File: config.mk
export PLATFORM = sky130hd
export DESIGN_NAME = de0_cv_led_dimmer
export DESIGN_NICKNAME = d
export VERILOG_FILES = /design/src/rtl/de0_cv_led_pkg.sv /design/src/rtl/de0_cv_led_channel.sv /design/src/rtl/de0_cv_led_dimmer.sv
export SDC_FILE = /design/constraint.sdc
export NUM_CORES = 1
export LEC_CHECK = 0
export BUFFER_PORTS_ARGS = -buffer_cell sky130_fd_sc_hd__buf_2
export CAP_MARGIN = 30
export CORE_UTILIZATION = 30
export DETAILED_ROUTE_END_ITERATION = 7
export HOLD_SLACK_MARGIN = 0.06
export RECOVER_POWER = 25
export SETUP_SLACK_MARGIN = 0.05
export SLEW_MARGIN = 10
export SYNTH_ARGS = -nofsm -noshare
export SYNTH_HDL_FRONTEND = slang
export SYNTH_SLANG_ARGS = --single-unit
File: constraint.sdc
create_clock -name clk -period 4.4 [get_ports clk]
set_input_delay 1.32 -clock clk [delete_from_list [all_inputs] [get_ports clk]]
set_output_delay 1.32 -clock clk [all_outputs]
set_load 0.02 [all_outputs]
File: src/rtl/de0_cv_led_pkg.sv
`default_nettype none
// +----------------------------------------------------------------------------+
// | Module      : de0_cv_led_pkg                                               |
// | Description : Shared constants for the DE0-CV LED dimmer: register word    |
// |               addresses, CTRL bit positions and the PWM counter maximum.   |
// | Revision    : 1.0 - initial release                                        |
// +----------------------------------------------------------------------------+
package de0_cv_led_pkg;

  // Avalon-MM register word addresses
  localparam logic [2:0] ADDR_CTRL     = 3'd0;
  localparam logic [2:0] ADDR_BRIGHT   = 3'd1;
  localparam logic [2:0] ADDR_PRESCALE = 3'd2;
  localparam logic [2:0] ADDR_FADE_DIV = 3'd3;
  localparam logic [2:0] ADDR_STATUS   = 3'd4;

  // CTRL bit positions and reset value (enable on, fading off)
  localparam int         CTRL_ENABLE_BIT  = 0;
  localparam int         CTRL_FADE_EN_BIT = 1;
  localparam logic [1:0] CTRL_RESET       = 2'b01;

  // PWM counter runs 0..PWM_MAX, i.e. a 255-tick period so level 255 is solid on
  localparam logic [7:0] PWM_MAX = 8'd254;

endpackage
`default_nettype wire

File: src/rtl/de0_cv_led_channel.sv
`default_nettype none
// +----------------------------------------------------------------------------+
// | Module      : de0_cv_led_channel                                           |
// | Description : One LED channel: brightness level register with optional    |
// |               linear fade toward the target, and the registered PWM bit.   |
// | Revision    : 1.0 - initial release                                        |
// +----------------------------------------------------------------------------+
// Ports:
//   clk, reset_n  clock and asynchronous active-low reset
//   target_i      level this channel should settle at
//   fade_en_i     1: step one count per fade_tick_i; 0: follow target_i directly
//   fade_tick_i   fade step strobe
//   pwm_cnt_i     shared PWM counter
//   enable_i      global output enable
//   level_o       current level register
//   busy_o        level has not yet reached target
//   led_o         registered PWM drive bit
module de0_cv_led_channel #(
  parameter int LEVEL_W = 8
) (
  input  logic               clk,
  input  logic               reset_n,
  input  logic [LEVEL_W-1:0] target_i,
  input  logic               fade_en_i,
  input  logic               fade_tick_i,
  input  logic [LEVEL_W-1:0] pwm_cnt_i,
  input  logic               enable_i,
  output logic [LEVEL_W-1:0] level_o,
  output logic               busy_o,
  output logic               led_o
);

  logic [LEVEL_W-1:0] level_q, level_d;
  logic               led_q, led_d;

  always_comb begin
    level_d = level_q;
    if (!fade_en_i) begin
      // Without fading (or when fading is switched off mid-ramp) snap to target.
      level_d = target_i;
    end else if (fade_tick_i) begin
      // One step toward target; the explicit compares prevent overshoot and wrap.
      if (level_q < target_i) begin
        level_d = level_q + LEVEL_W'(1);
      end else if (level_q > target_i) begin
        level_d = level_q - LEVEL_W'(1);
      end
    end
    led_d = enable_i & (level_q > pwm_cnt_i);
  end

  always_ff @(posedge clk or negedge reset_n) begin
    if (!reset_n) begin
      level_q <= '0;
      led_q   <= 1'b0;
    end else begin
      level_q <= level_d;
      led_q   <= led_d;
    end
  end

  assign level_o = level_q;
  assign busy_o  = (level_q != target_i);
  assign led_o   = led_q;

endmodule
`default_nettype wire

File: src/rtl/de0_cv_led_dimmer.sv
`default_nettype none
// +----------------------------------------------------------------------------+
// | Module      : de0_cv_led_dimmer                                            |
// | Description : PWM LED dimmer between the LED PIO and the LEDR pins, with   |
// |               per-channel linear fade and an Avalon-MM control slave.      |
// | Revision    : 1.0 - initial release                                        |
// +----------------------------------------------------------------------------+
// Ports:
//   clk, reset_n   system clock, asynchronous active-low reset
//   address        register word address (0 CTRL, 1 BRIGHT, 2 PRESCALE,
//                  3 FADE_DIV, 4 STATUS)
//   chipselect     slave select
//   write_n        active-low write strobe
//   writedata      write data
//   readdata       combinational read data, zero wait states
//   pattern_in     LED pattern from the PIO
//   led_out        registered PWM drive to the LEDs
module de0_cv_led_dimmer
  import de0_cv_led_pkg::*;
#(
  parameter int          NUM_LEDS         = 10,
  parameter int          LEVEL_W          = 8,
  parameter logic [15:0] PRESCALE_DEFAULT = 16'd195,
  parameter logic [7:0]  FADE_DIV_DEFAULT = 8'd3
) (
  input  logic                clk,
  input  logic                reset_n,
  input  logic [2:0]          address,
  input  logic                chipselect,
  input  logic                write_n,
  input  logic [31:0]         writedata,
  output logic [31:0]         readdata,
  input  logic [NUM_LEDS-1:0] pattern_in,
  output logic [NUM_LEDS-1:0] led_out
);

  logic [1:0]          ctrl_q, ctrl_d;
  logic [LEVEL_W-1:0]  bright_q, bright_d;
  logic [15:0]         prescale_q, prescale_d;
  logic [7:0]          fade_div_q, fade_div_d;
  logic [15:0]         pre_cnt_q, pre_cnt_d;
  logic [LEVEL_W-1:0]  pwm_cnt_q, pwm_cnt_d;
  logic [7:0]          fd_cnt_q, fd_cnt_d;
  logic [NUM_LEDS-1:0] pat_q;

  logic                wr, prescale_wr;
  logic                pwm_tick, period_end, fade_tick;
  logic [NUM_LEDS-1:0] busy;
  logic [NUM_LEDS-1:0] led_bits;
  logic [LEVEL_W-1:0]  chan_level [NUM_LEDS];

  always_comb begin
    wr          = chipselect & ~write_n;
    prescale_wr = wr && (address == ADDR_PRESCALE);
    pwm_tick    = (pre_cnt_q == prescale_q);
    period_end  = pwm_tick && (pwm_cnt_q == LEVEL_W'(PWM_MAX));
    fade_tick   = period_end && (fd_cnt_q == fade_div_q);

    ctrl_d     = ctrl_q;
    bright_d   = bright_q;
    prescale_d = prescale_q;
    fade_div_d = fade_div_q;
    if (wr) begin
      case (address)
        ADDR_CTRL:     ctrl_d     = writedata[1:0];
        ADDR_BRIGHT:   bright_d   = writedata[LEVEL_W-1:0];
        ADDR_PRESCALE: prescale_d = writedata[15:0];
        ADDR_FADE_DIV: fade_div_d = writedata[7:0];
        default:       ;
      endcase
    end

    // Ticks are decoded from the current (pre-write) register values.
    pre_cnt_d = pre_cnt_q + 16'd1;
    pwm_cnt_d = pwm_cnt_q;
    if (prescale_wr) begin
      pre_cnt_d = '0;
      pwm_cnt_d = '0;
    end else if (pwm_tick) begin
      pre_cnt_d = '0;
      pwm_cnt_d = (pwm_cnt_q == LEVEL_W'(PWM_MAX)) ? '0 : pwm_cnt_q + LEVEL_W'(1);
    end

    // Restart on >= so a FADE_DIV reduced below the running count recovers at
    // the next period end instead of counting through 255.
    fd_cnt_d = fd_cnt_q;
    if (period_end) begin
      fd_cnt_d = (fd_cnt_q >= fade_div_q) ? 8'd0 : fd_cnt_q + 8'd1;
    end
  end

  always_ff @(posedge clk or negedge reset_n) begin
    if (!reset_n) begin
      ctrl_q     <= CTRL_RESET;
      bright_q   <= '1;
      prescale_q <= PRESCALE_DEFAULT;
      fade_div_q <= FADE_DIV_DEFAULT;
      pre_cnt_q  <= '0;
      pwm_cnt_q  <= '0;
      fd_cnt_q   <= '0;
      pat_q      <= '0;
    end else begin
      ctrl_q     <= ctrl_d;
      bright_q   <= bright_d;
      prescale_q <= prescale_d;
      fade_div_q <= fade_div_d;
      pre_cnt_q  <= pre_cnt_d;
      pwm_cnt_q  <= pwm_cnt_d;
      fd_cnt_q   <= fd_cnt_d;
      pat_q      <= pattern_in;
    end
  end

  for (genvar i = 0; i < NUM_LEDS; i++) begin : g_chan
    de0_cv_led_channel #(
      .LEVEL_W (LEVEL_W)
    ) u_chan (
      .clk         (clk),
      .reset_n     (reset_n),
      .target_i    (pat_q[i] ? bright_q : '0),
      .fade_en_i   (ctrl_q[CTRL_FADE_EN_BIT]),
      .fade_tick_i (fade_tick),
      .pwm_cnt_i   (pwm_cnt_q),
      .enable_i    (ctrl_q[CTRL_ENABLE_BIT]),
      .level_o     (chan_level[i]),
      .busy_o      (busy[i]),
      .led_o       (led_bits[i])
    );
  end

  assign led_out = led_bits;

  always_comb begin
    readdata = '0;
    case (address)
      ADDR_CTRL:     readdata[1:0]          = ctrl_q;
      ADDR_BRIGHT:   readdata[LEVEL_W-1:0]  = bright_q;
      ADDR_PRESCALE: readdata[15:0]         = prescale_q;
      ADDR_FADE_DIV: readdata[7:0]          = fade_div_q;
      ADDR_STATUS:   readdata[NUM_LEDS-1:0] = busy;
      default:       readdata               = '0;
    endcase
  end

  // Upper write bits have no register behind them; channel level taps are
  // kept on the channel interface for debug visibility only.
  logic unused_sink;
  always_comb begin
    unused_sink = ^writedata[31:16];
    for (int i = 0; i < NUM_LEDS; i++) begin
      unused_sink = unused_sink ^ (^chan_level[i]);
    end
  end

endmodule
`default_nettype wire

==> results of run 1 <==
==> worst paths after layout <==
| check | slack [ps] | cells after the start | end | from |
|---|---|---|---|---|
| setup / recovery | 120 | 10 | readdata[3] | bright_q[3] |
| hold / removal | 480 | 2 | prescale_q[6] | prescale_q[6] |
| setup reg to reg | 330 | 12 | g_chan[7].u_chan.level_o[5] | bright_q[3] |
| hold reg to reg | 480 | 2 | prescale_q[6] | prescale_q[6] |
| max in group asynchronous | 840 | 2 | pat_q[8] | reset_n |
| min in group asynchronous | 1400 | 1 | fd_cnt_q[1] | reset_n |
==> per-layer routing <==
layer | up-vias | share of wire [%]
met5 | - | 0.028
met4 | 2 | 1.7
li1 | 6213 | -
met2 | 282 | 47
met3 | 45 | 4.2
met1 | 6144 | 48
==> sequential cells by signal, summed over array words and instances (netlist names), 8 cells and up <==
register               cells
fd_cnt_q                   8
fade_div_q                 8
pat_q                     10
g_chan.u_chan.led_o       10
bright_q                   8
prescale_q                16
pre_cnt_q                 16
g_chan.u_chan.level_o     80
pwm_cnt_q                  8
==> synth_stat cells (all sizes together) (16+ instances only) <==
library cell	n	area (µm²)
nor2	74	303
ha	242	3030
xor2	56	490
mux2	79	890
or3	21	131
clkbuf	46	173
and2	25	156
inv	63	236
dfrtp	151	3780
nand2	238	893
buf	35	236
mux2i	27	270
a21oi	140	712
xnor2	16	140
o21bai	20	150
a21o	25	188
nand3	42	210
o21ai	121	606
nor2b	25	156
nand4	44	275
nand2b	25	156
==> repair_timing <==
item / CTS / global route
setup endpoints to repair: 0 / 4
hold buffers: 0 / 0
hold endpoints to repair: 0 / 0
buffers inserted: 0 / 0
gates resized for setup: 0 / 5
==> power groups by stage <==
stage               sequential [mW]  combinational (mW)  clock (mW)
global placement               2.92                8.36           0
finish                         2.92                8.90        1.58
global route                   3.01                10.2        1.67
floorplan                      2.55                7.02           0
detailed placement             2.94                8.77           0
CTS                            2.92                8.85        1.61
==> cell families (layout without fill, tap and decap cells) <==
logic type | Yosys count | count (layout) | synth area share [%]
AOI/OAI and AO/OA | 415 | 415 | 17.1
xor gates and xnor gates | 72 | 72 | 4.20
adders and majority gates | 252 | 252 | 21.5
buffers and inverters | 145 | 182 | 4.32
DFF | 166 | 166 | 27.8
muxes | 107 | 107 | 7.87
other | 1 | 16 | 0.0250
and+or+nand+nor | 541 | 541 | 17.2
==> worst max-delay path: stages, from the launching register on <==
cell	delay [ps]
dfstp_2	820
buf_4	200
nand2_1	90
ha_1	320
nand4_1	110
nor3_1	160
buf_4	180
nor2_1	50
a21oi_1	230
o22ai_1	150
buf_2	180
==> per-stage QoR <==
stage	cell area [µm²]	setup WS [ps]
after floorplan	15100	419
after global placement	16000	430
after detailed placement	16000	355
after CTS	16600	136
after global routing	16600	52.3
final	16600	117
==> final cells by class <==
| type | count | area share [%] |
|---|---|---|
| timing repair buffer | 86 | 3.08 |
| clock buffer | 20 | 2.69 |
| tap | 664 | 4.99 |
| multi-input combinational | 1403 | 61.7 |
| inverter | 64 | 1.44 |
| clock inverter | 12 | 0.880 |
| sequential | 166 | 25.2 |
==> metrics.txt, run 1 <==
WL per Instance=17.5 µm; classification of the worst setup path=reg2out; combined area of all synthesized cells=15000 µm²; violations in the final reports=capacitance limit, slew limit; diodes inserted=0; clock transition at the register clock pins on the worst setup and hold paths after CTS=70 ps; layer carrying the most global-route usage=met2; global route overflow=0; area used by multi-input combinational logic=10300 µm²; fraction of layout instances using a drive strength above 1=13.4%; PortBufs=58; # DRC=0; maxcap violations=1; Worst slew margin=-35.6%; final standard cell count with taps included and fillers excluded=2415; gate count after technology mapping=1699; Area growth syn-to-layout=10.7%; Max rail drop VDD=318 µV; global routing met2 resource utilization=28.2%; worst skew pair latency=460 ps; master cell of the clock root buffer=clkbuf_16; largest net degree at the start of global routing=97; final hold viol count=0; Post-synth ARST share=100%; final-report setup violation count=0; proportion of total power due to net switching=48.3%; initial antenna violation count=1; met1 track demand over resource in global routing=23.1%; RSZ-0062 raised after global routing=false; Die X=226 µm; first-pass iteration count of the detailed router=5; largest clock skew in the final design=15.2 ps; number of vias after detailed routing=12700; Max H-tree Level=4; standard-cell rows=81; dominant synthesized flop cell=dfrtp_1; Antenna Nets Post-Route=0; count of boundary I/O pins=91; final worst path period need=4280 ps; first-pass GRT wire length=68200 µm; average via count per standard cell=5.25; part of the cycle the worst path needs=97.3%; highest-count cells in the layout ignoring fill and taps=242 x ha_1, 238 x nand2_1, 150 x dfrtp_1; switching power=6.47 mW; DRC marker count from the first detailed-route iteration=809; category of the worst setup path launch point=register; vias in the first global route=12800; storage element area=4190 µm²; status=finished, violations left; largest buffer count on any clock path=2; number of buffers created by CTS=17; most frequent standard cell in the layout excluding fill and tap cells=ha_1; number of enable-type register cells in the synthesized netlist=0; FF+latch count, synth=166; gp weighted congestion=0.886; tightest hold margin=482 ps; die outline area=51000 µm²; post-synthesis sequential area ratio=27.8%; top achievable clock speed=234 MHz; type of element capturing the critical path=output pin; placeable core region=49200 µm²; HPWL after DPL=30200 µm; Sink Count=166; overall fraction of global-route tracks in use=17.1%; class of the tightest hold or removal check=reg2reg; Final Util=33.8%; nets=2039; Leak Pwr=7.73 nW; overall power=13.4 mW; TritonCTS clock tree=done; relative contribution of combinational cells to total power=66.4%; y dimension of the die=226 µm; sequential share of power=21.8%; CP required=3080 ps; average footprint of a synthesized cell=8.84 µm²; clock power share=11.8%; Critical Path AT=2960 ps; cell count after placement=2381; total of fill cells in the finished design=5002; fraction of met3 tracks used by global routing=2.26%; Distinct cells, synth=67; Post-Route WL=42400 µm; critical path peak fanout=11; internal power=6.93 mW; starting density of the core=30.6%; pwr dens=806 nW/µm²; sum of negative setup slack=0 ps; max-slew violations=75; slew of the pin with the lowest slew margin=2030 ps; total of warnings raised by yosys=0
Note: power is estimated with default switching activity, not from simulation.
==> run 2: changes to the inputs <==
--- a/config.mk
+++ b/config.mk
@@ -10,6 +10,7 @@
 export CORE_UTILIZATION = 30
 export DETAILED_ROUTE_END_ITERATION = 7
 export HOLD_SLACK_MARGIN = 0.06
+export PLACE_DENSITY_LB_ADDON = 0.2
 export RECOVER_POWER = 25
 export SETUP_SLACK_MARGIN = 0.05
 export SLEW_MARGIN = 10
==> metrics.txt, run 2 (synthesis results as in run 1) <==
largest buffer count on any clock path=2 (unchanged); Area growth syn-to-layout=11.0%; vias in the first global route=12300 (-3.7%); starting density of the core=30.6% (unchanged); first-pass GRT wire length=70200 µm (+2.9%); number of flip-flops in the largest register=80 (unchanged); Post-Route WL=44600 µm (+5.3%); master cell of the clock root buffer=clkbuf_16; TritonCTS clock tree=done; Sink Count=166 (unchanged); fraction of layout instances using a drive strength above 1=13.7% (+0.38 points); top achievable clock speed=237 MHz (+1.7%); Die X=226 µm (unchanged); final standard cell count with taps included and fillers excluded=2425 (+0.41%); number of buffers created by CTS=17 (unchanged); diodes inserted=0 (unchanged); Leak Pwr=7.75 nW (+0.24%); final-report setup violation count=0 (unchanged); cts hold-fix bufs=0 (unchanged); type of element capturing the critical path=output pin; final hold viol count=0 (unchanged); overall power=13.3 mW (-0.41%); Crit. Startpoint=bright_q[6]; WL per Instance=18.4 µm (+4.8%); highest-count cells in the layout ignoring fill and taps=242 x ha_1, 238 x nand2_1, 150 x dfrtp_1; Final Util=33.9% (+0.089 points); # DRC=0 (unchanged); gp weighted congestion=0.833 (-6.0%); category of the worst setup path launch point=register; class of the tightest hold or removal check=reg2reg; Max H-tree Level=4 (unchanged); most frequent standard cell in the layout excluding fill and tap cells=ha_1; storage element area=4200 µm² (+0.18%); maxcap violations=1 (unchanged); beginning of the worst register-to-register path=bright_q[2]; overall fraction of global-route tracks in use=18.2% (+1.2 points); part of the cycle the worst path needs=95.7% (-1.6 points); Antenna Nets Post-Route=0 (unchanged); clock transition at the register clock pins on the worst setup and hold paths after CTS=70 ps (about the same); classification of the worst setup path=reg2out; final worst path period need=4210 ps (-70.9 ps); initial antenna violation count=3 (+2); Critical Path AT=2890 ps (-70 ps); largest net degree at the start of global routing=90 (-7.2%); critical path peak fanout=8 (-3); average via count per standard cell=5.19 (-1.2%); total of fill cells in the finished design=5070 (+1.4%); y dimension of the die=226 µm (unchanged); area used by multi-input combinational logic=10300 µm² (about the same); global route overflow=0 (unchanged); DRC marker count from the first detailed-route iteration=675 (-17%); standard-cell rows=81 (unchanged); Max rail drop VDD=220 µV (-31%); placeable core region=49200 µm² (unchanged); status=finished, violations left; CP required=3080 ps (about the same); slack of the worst reg-to-reg path=340 ps (about the same); max-slew violations=89 (+19%); first-pass iteration count of the detailed router=5 (unchanged); pwr dens=800 nW/µm² (-0.67%); RSZ-0062 raised after global routing=false; tightest hold margin=483 ps (+0.714 ps); sum of negative setup slack=0 ps (unchanged); die outline area=51000 µm² (unchanged); nets=2049 (+0.49%); HPWL after DPL=31800 µm (+5.2%); critical hold path startpoint=prescale_q[6]; count of boundary I/O pins=91 (unchanged); slew of the pin with the lowest slew margin=2440 ps (+403 ps); number of vias after detailed routing=12600 (-0.75%); Worst slew margin=-62.4% (-27 points); PortBufs=58 (unchanged); largest clock skew in the final design=12.0 ps (-3.18 ps); worst skew pair latency=500 ps (+40 ps); cell count after placement=2391 (+0.42%); violations in the final reports=capacitance limit, slew limit
run 2: what timing repair did:
| item | 4_1_cts | 5_1_grt |
|---|---|---|
| setup buffers | 0 | 1 |
| cloned | 0 | 0 |
| endpoints found under the setup margin | 1 | 4 |
| gates resized for setup | 2 | 5 |
run 2: critical path, stage by stage, from the launching register on:
cell	delay, ps
dfstp_4	720
buf_4	230
nand2_1	100
ha_1	290
nand2_1	90
nor3_1	200
buf_4	190
nor2_1	50
a21oi_1	210
o22ai_1	130
buf_2	180
run 2: worst paths after layout:
path | depth (start not counted) | endpoint
min reg2reg | 2 | prescale_q[6]
max | 10 | readdata[3]
min in group asynchronous | 1 | fade_div_q[2]
max in group asynchronous | 1 | pat_q[3]
max reg2reg | 14 | g_chan[4].u_chan.level_o[6]
min | 2 | prescale_q[6]
run 2: metrics by stage:
stage | worst slack (ps) | cell area [µm²]
after CTS | 50.4 | 16700
after global placement | 418 | 16100
after global routing | 57.5 | 16700
final | 188 | 16700
after floorplan | 419 | 15100
after detailed placement | 439 | 16100
run 2: routing by layer:
layer / global-route usage [%] / vias up / wire, µm
met1: 24.3 / 6036 / 21100
li1: - / 6230 / -
met3: 4.27 / 56 / 2360
met4: 6.78 / 4 / 1160
met5: 0 / - / 23
met2: 28.5 / 265 / 19900
run 2: cell type report:
class	count	area share [%]
multi-input combinational	1403	61.6
sequential	166	25.2
tap	664	4.98
timing repair buffer	96	3.48
clock buffer	20	2.62
inverter	64	1.44
clock inverter	12	0.735
run 2: where the power goes:
group / switching [mW] / internal [mW] / total [mW]
Sequential: 0.794 / 2.08 / 2.87
Clock: 0.755 / 0.787 / 1.54
Combinational: 4.92 / 4.01 / 8.93
Total: 6.47 / 6.87 / 13.3
